<file path="config.mk">
export PLATFORM = sky130hd
export DESIGN_NAME = if_stage_flat
export DESIGN_NICKNAME = d
export VERILOG_FILES = /design/src/rtl/if_stage_if.sv /design/src/rtl/if_stage.sv /design/src/flat_wrapper.sv
export SDC_FILE = /design/constraint.sdc
export NUM_CORES = 1
export LEC_CHECK = 0
export CORE_ASPECT_RATIO = 1.4
export CORE_MARGIN = 2
export CORE_UTILIZATION = 45
export DETAILED_ROUTE_END_ITERATION = 16
export PLACE_DENSITY = 0.86
export SLEW_MARGIN = 0
export SYNTH_ARGS = -nofsm -noshare
export SYNTH_HDL_FRONTEND = slang
export SYNTH_SLANG_ARGS = --single-unit
</file>
<file path="constraint.sdc">
create_clock -name clk -period 2.26 [get_ports clk]
set_clock_uncertainty 0.2 [all_clocks]
set_input_delay 0.678 -clock clk [delete_from_list [all_inputs] [get_ports clk]]
set_output_delay 0.678 -clock clk [all_outputs]
set_load 0.01 [all_outputs]
</file>
<file path="src/rtl/if_stage_if.sv">
// if_stage_if: instruction-memory fetch bus between the IF stage and the memory
interface if_stage_if;
   logic [31:0] imem_addr;
   logic        imem_req;
   logic [31:0] imem_rdata;
   logic        imem_valid;
   modport master (output imem_addr, imem_req, input imem_rdata, imem_valid);
   modport slave (input imem_addr, imem_req, output imem_rdata, imem_valid);
endinterface

</file>
<file path="src/rtl/if_stage.sv">
// if_stage: instruction fetch with one-entry skid buffer feeding the IF/ID register
module if_stage #(
   parameter logic [31:0] RESET_PC  = 32'h0000_0000,
   parameter logic [31:0] NOP_INSTR = 32'h0000_0013
) (
   input  logic        clk,
   input  logic        rst,
   input  logic        pcnoch,
   input  logic        ifidnoch,
   input  logic        flush,
   input  logic [31:0] br_target,
   if_stage_if.master  imem,
   output logic [31:0] ifid_pc,
   output logic [31:0] ifid_instr,
   output logic        ifid_valid,
   output logic        fetch_stall,
   output logic [15:0] bubble_cnt
);
   typedef enum logic {FETCH, HOLD} state_t;
   state_t      state_q, state_d;
   logic [31:0] pc_q, pc_d, ifid_pc_q, ifid_pc_d, ifid_instr_q, ifid_instr_d;
   logic [31:0] skid_pc_q, skid_pc_d, skid_instr_q, skid_instr_d;
   logic        ifid_valid_q, ifid_valid_d, bubble;
   logic [15:0] bubble_cnt_q, bubble_cnt_d;
   assign imem.imem_addr = pc_q;
   assign imem.imem_req  = state_q == FETCH && !rst;
   assign fetch_stall    = state_q == FETCH && !imem.imem_valid;
   assign ifid_pc        = ifid_pc_q;
   assign ifid_instr     = ifid_instr_q;
   assign ifid_valid     = ifid_valid_q;
   assign bubble_cnt     = bubble_cnt_q;
   // next state: flush beats hazard holds, which beat normal advance
   always_comb begin
      state_d      = state_q;
      pc_d         = pc_q;
      ifid_pc_d    = ifid_pc_q;
      ifid_instr_d = ifid_instr_q;
      ifid_valid_d = ifid_valid_q;
      skid_pc_d    = skid_pc_q;
      skid_instr_d = skid_instr_q;
      bubble       = 1'b0;
      if (flush) begin
         pc_d         = br_target;
         ifid_instr_d = NOP_INSTR;
         ifid_valid_d = 1'b0;
         state_d      = FETCH;
         bubble       = 1'b1;
      end else if (state_q == FETCH) begin
         if (imem.imem_valid && !ifidnoch) begin
            ifid_instr_d = imem.imem_rdata;
            ifid_pc_d    = pc_q;
            ifid_valid_d = 1'b1;
            pc_d         = pcnoch ? pc_q : pc_q + 32'd4;
         end else if (imem.imem_valid) begin
            skid_instr_d = imem.imem_rdata;
            skid_pc_d    = pc_q;
            state_d      = HOLD;
         end else if (!ifidnoch) begin
            ifid_instr_d = NOP_INSTR;
            ifid_valid_d = 1'b0;
            bubble       = 1'b1;
         end
      end else if (!ifidnoch) begin
         ifid_instr_d = skid_instr_q;
         ifid_pc_d    = skid_pc_q;
         ifid_valid_d = 1'b1;
         pc_d         = pcnoch ? pc_q : pc_q + 32'd4;
         state_d      = FETCH;
      end
      bubble_cnt_d = (bubble && bubble_cnt_q != 16'hFFFF) ? bubble_cnt_q + 16'd1 : bubble_cnt_q;
   end
   // state registers; reset overrides every other input
   always_ff @(posedge clk) begin
      if (rst) begin
         state_q      <= FETCH;
         pc_q         <= RESET_PC;
         ifid_pc_q    <= '0;
         ifid_instr_q <= NOP_INSTR;
         ifid_valid_q <= 1'b0;
         skid_pc_q    <= '0;
         skid_instr_q <= '0;
         bubble_cnt_q <= '0;
      end else begin
         state_q      <= state_d;
         pc_q         <= pc_d;
         ifid_pc_q    <= ifid_pc_d;
         ifid_instr_q <= ifid_instr_d;
         ifid_valid_q <= ifid_valid_d;
         skid_pc_q    <= skid_pc_d;
         skid_instr_q <= skid_instr_d;
         bubble_cnt_q <= bubble_cnt_d;
      end
   end
endmodule

</file>
<file path="src/flat_wrapper.sv">
// flat-port wrapper written by rule: the top's interface ports become plain ports
module if_stage_flat 
#(
   parameter logic [31:0] RESET_PC  = 32'h0000_0000,
   parameter logic [31:0] NOP_INSTR = 32'h0000_0013
)
  (clk, rst, pcnoch, ifidnoch, flush, br_target, ifid_pc, ifid_instr, ifid_valid, fetch_stall, bubble_cnt, imem_imem_addr, imem_imem_req, imem_imem_rdata, imem_imem_valid);
  if_stage_if imem_i ();
  input  logic clk;
  input  logic rst;
  input  logic pcnoch;
  input  logic ifidnoch;
  input  logic flush;
  input  logic [31:0] br_target;
  output logic [31:0] ifid_pc;
  output logic [31:0] ifid_instr;
  output logic ifid_valid;
  output logic fetch_stall;
  output logic [15:0] bubble_cnt;
  output wire logic [$bits(imem_i.imem_addr)-1:0] imem_imem_addr;
  output wire logic [$bits(imem_i.imem_req)-1:0] imem_imem_req;
  input wire logic [$bits(imem_i.imem_rdata)-1:0] imem_imem_rdata;
  input wire logic [$bits(imem_i.imem_valid)-1:0] imem_imem_valid;
  assign imem_imem_addr = imem_i.imem_addr;
  assign imem_imem_req = imem_i.imem_req;
  assign imem_i.imem_rdata = imem_imem_rdata;
  assign imem_i.imem_valid = imem_imem_valid;
  if_stage #(.RESET_PC(RESET_PC), .NOP_INSTR(NOP_INSTR)) u_core (.clk(clk), .rst(rst), .pcnoch(pcnoch), .ifidnoch(ifidnoch), .flush(flush), .br_target(br_target), .imem(imem_i), .ifid_pc(ifid_pc), .ifid_instr(ifid_instr), .ifid_valid(ifid_valid), .fetch_stall(fetch_stall), .bubble_cnt(bubble_cnt));
endmodule
</file>
# Word level (Yosys, flattened, before mapping)
# Index checks and enable logic that the tools add are counted.
# totals
ff_bits	178
elab_cells	59
# classes
add_sub_neg	2
eq_ne	5
mux	27
bitwise	3
reduce_logical	14
# ops
cell	count
$mux 32	13
$add 32x3->32 const B	1
$add 16x1->16 const B	1
$ne 16x16->1 const B	1
$mux 1	14
$ne 3x1->1 const B	2
$reduce_and 3->1	2
$logic_and 1x1->1	4
$reduce_and 4->1	1
$logic_not 1->1	3
$ne 3x3->1 const B	1
$not 1->1	3
$reduce_bool 3->1	1
$ne 2x2->1 const B	1
$reduce_and 2->1	1
$reduce_bool 2->1	1
$reduce_or 2->1	1

# Longest topological paths before layout
# logic_depth
word_depth	6
mapped_depth	7

# Worst setup path after synthesis
# No wires, ideal clock.
# synth_path
path_kind	input port to output port
from	in rst
to	out imem_imem_req
t_arrival_ps	1447
t_required_ps	1382
slack_ps	-65
stages	4
path_buffers	3
path_cell_list	clkbuf_8 clkbuf_1 clkbuf_1 nor2_1
# synth_between
elab_chain_cells	2
# synth_lines
element	line	text
from (decl)	flat_wrapper.sv:10	input logic rst;
$logic_not 1->1	if_stage.sv:26	assign imem.imem_req = state_q == FETCH && !rst;
$logic_and 1x1->1	if_stage.sv:26	
to (decl)	flat_wrapper.sv:21	output wire logic [$bits(imem_i.imem_req)-1:0] imem_imem_req;
# No other way between the ends.

# Final worst setup path
# layout_path
from	reg u_core.ifid_instr_q[29], in the netlist u_core.ifid_instr[29]
to	out ifid_instr[29]
# layout_rtl
element	line	text
from (decl)	if_stage.sv:21	logic [31:0] pc_q, pc_d, ifid_pc_q, ifid_pc_d, ifid_instr_q, ifid_instr_d;
from (signal assigned)	if_stage.sv:87	ifid_instr_q <= ifid_instr_d;
to (decl)	flat_wrapper.sv:16	output logic [31:0] ifid_instr;
# No word-level cell between the ends.

==> run_results.csv <==
group,metric,value,unit
finish,drive_above_1_share,0.1305,
drt,dr.pass1.iters,5,
floorplan,num_io_pins,185,
global_route,antenna_found_initial,1,
placed_design,placed_area,10300,um^2
drt,via_count,7650,
critical_path,path_max_fanout,2,
finish,syn2layout_area_growth,37.58,%
critical_path,worstPathCellList,"clkdlybuf4s50_1",
floorplan,die_w,116.3,um
logic_synthesis,syn_area,7941,um^2
critical_path,cp.arrival,1360,ps
clock_network,clk_pin_slew,60,ps
logic_synthesis,synth_area_leader_cell,"dfxtp_1",
critical_path,critPathKind,"flip-flop to primary output",
finish,design_area,10930,um^2
global_route,grt.total_usage,0.2365,
sta,timing.final.max_slew_violations,0,
finish,fin_nets,1224,
critical_path,endpoint_kind,"primary output",
logic_synthesis,ys_seq_area_frac,0.4487,
sta,worst_pin_slew,769.0,ps
critical_path,cpLargestDelayFamily,"buffers and inverters",
clock_network,hold_buffers,0,
logic_synthesis,ys_types,50,
critical_path,cp_slowest_cell,"clkdlybuf4s50_1",
logic_synthesis,syn-num-nets,1037,
pwr,peakVddDrop,0.4195,mV
floorplan,start_util,0.4582,
placed_design,io_buffers,184,
logic_synthesis,ys_warn_count,0,
clock_network,cts_root_buffer,"clkbuf_16",
finish,n_fill_cell,1476,
clock_network,cts_setup_buffers,0,
finish,final_util,0.6304,
sta,worst_slew_margin_rel,0.4873,
pwr,p_leak,4.049,nW
critical_path,start_kind,"flip-flop",
sta,finalCritPeriodShare,0.9887,
drt,drt-initial-drc-count,589,
sta,setup_viol_count_final,0,
critical_path,required,1380,ps
global_route,grt-ovfl-total,0,
critical_path,slowest_delay,550,ps
logic_synthesis,synth_top_area_share,0.4487,
clock_network,cts-buffers-inserted,17,
finish,register_area,3621,um^2
clock_network,cts_tree,"built",
logic_synthesis,synth_cells,965,
logic_synthesis,ys.flop_type,"dfxtp_1",
logic_synthesis,avgSynthCellArea,8.229,um^2
run,drv_cap,0,
floorplan,core,17330,um^2
clock_network,insertion_delay,420,ps
clock_network,cts_sinks,178,
global_route,grt_max_degree,73,
sta,fin_ws,25.58,ps
logic_synthesis,yosysMostFrequentCell,"nand2_1",
clock_network,h-tree-depth,4,
drt,wire_per_inst,15.97,um
placed_design,dp_hpwl,15.61,mm
drt,routed_via_density,5.456,
global_route,first_global_vias,7088,
pwr,power_density,658.1,nW/um^2
logic_synthesis,synthTopCellsByArea,"dfxtp_1, nand2_1, a21oi_1",
sta,holdWs,253.6,ps
floorplan,rows,57,
sta,rsz0062_at_grt,"false",
placed_design,gp_congestion,0.8762,
floorplan,die_area,18740,um^2
drt,wl,22.39,mm
drt,drc_errors,0,
logic_synthesis,synth_edf_count,0,
drt,drtAntennaViolNets,0,
sta,fin_crit,2234,ps
worst_hold_path,holdCritPathClass,"flip-flop to flip-flop",
status,status,"completed",
logic_synthesis,ys_top_cells_by_count,"nand2_1, dfxtp_1, a21oi_1, nor2_1, a211oi_1",
critical_path,critical_path_buf_inv_count,1,
placed_design,dp_slack,-640.9,ps
logic_synthesis,ys_ff_latch,178,
finish,multi_input_area,3986,um^2
floorplan,die_h,161.2,um
sta,hold_violations,0,
sta,tns,0,ps
logic_synthesis,async_flop_share,0,
clock_network,ctsLongestPathBuffers,2,
sta,max_freq,447.5,MHz
global_route,grt_pass1_wl,34.98,mm
==> flip-flops by register name, summed over array words and instances, names as in the netlist <==
| signal | flops |
|---|---|
| u_core.ifid_instr | 32 |
| u_core.ifid_pc | 32 |
| u_core.imem.imem_addr | 32 |
| u_core.skid_instr_q | 32 |
| u_core.skid_pc_q | 32 |
| u_core.bubble_cnt | 16 |
| u_core.ifid_valid | 1 |
| u_core.state_q | 1 |
==> kinds of logic after synthesis <==
logic type,synth area share
flip-flops,0.4487
multiplexers,0.04538
buffers and inverters,0.05184
XOR/XNOR,0.03750
AND/OR/NAND/NOR,0.2478
adder cells (fa/ha/maj),0.003151
AO/OA/AOI/OAI,0.1656
==> final timing paths <==
path / slack, ps / startpoint / cells after the start / end
setup / recovery: 30 / u_core.ifid_instr[29]$_SDFFE_PP0P_ / 1 / ifid_instr[29]
hold / removal: 250 / u_core.skid_pc_q[31]$_SDFFE_PP0P_ / 2 / u_core.skid_pc_q[31]$_SDFFE_PP0P_
setup reg to reg: 190 / u_core.state_q$_SDFF_PP0_ / 8 / u_core.imem.imem_addr[19]$_SDFFE_PP0P_
hold reg to reg: 250 / u_core.skid_pc_q[31]$_SDFFE_PP0P_ / 2 / u_core.skid_pc_q[31]$_SDFFE_PP0P_
==> routing by layer <==
metal | wire length, um | track usage | vias up
li1 | - | - | 3724
met1 | 8828 | 0.2754 | 3614
met2 | 11660 | 0.4133 | 272
met3 | 1321 | 0.04803 | 40
met4 | 579 | 0.1034 | 0
met5 | 0 | 0 | -
==> cell type report <==
cell class	instances	area share
Sequential cell	178	0.3314
Clock inverter	12	0.01168
Multi-Input combinational cell	700	0.3649
Antenna cell	1	0.0002290
Tap cell	236	0.02703
Inverter	9	0.003092
Clock buffer	20	0.04180
Timing Repair Buffer	246	0.2199
==> worst min-delay path, cell delays in order, from the launching register on <==
cell     delay, ps
dfxtp_1        310
nand2_1         50
a21oi_1         50
==> power by group <==
part / switching, mW / leakage [nW] / internal (mW)
registers: 0.120 / 1.46 / 3.26
clock network: 1.23 / 0.287 / 1.69
logic: 0.446 / 2.30 / 0.445
total: 1.80 / 4.05 / 5.39
==> per-stage QoR <==
stage | total power [mW] | cells
2_1_floorplan | 3.858 | 965
3_3_place_gp | 4.338 | 1369
3_5_place_dp | 4.355 | 1369
4_1_cts | 7.249 | 1401
5_1_grt | 7.457 | 1402
6_report | 7.190 | 1402
==> cells in the final DEF (no fill, tap or decap), types with 16 or more instances in the layout <==
| master | netlist | layout |
|---|---|---|
| nand2_1 | 191 | 191 |
| dfxtp_1 | 178 | 146 |
| clkdlybuf4s50_1 | 0 | 134 |
| a21oi_1 | 129 | 129 |
| nor2_1 | 107 | 106 |
| a211oi_1 | 54 | 54 |
| buf_4 | 4 | 53 |
| mux2i_1 | 36 | 36 |
| dlygate4sd2_1 | 0 | 34 |
| nand3b_1 | 29 | 29 |
| dfxtp_2 | 0 | 25 |
| nand3_1 | 18 | 17 |
| xor2_1 | 17 | 17 |
| xnor2_1 | 17 | 17 |
| clkbuf_16 | 0 | 17 |
| nand4_1 | 16 | 16 |
==> what timing repair did <==
action / 4_1_cts / 5_1_grt
setup endpoints to repair: 113 / 25
resized for setup: 76 / 15
gates cloned: 0 / 0
No activity file was read; power rests on OpenSTA's default activity.
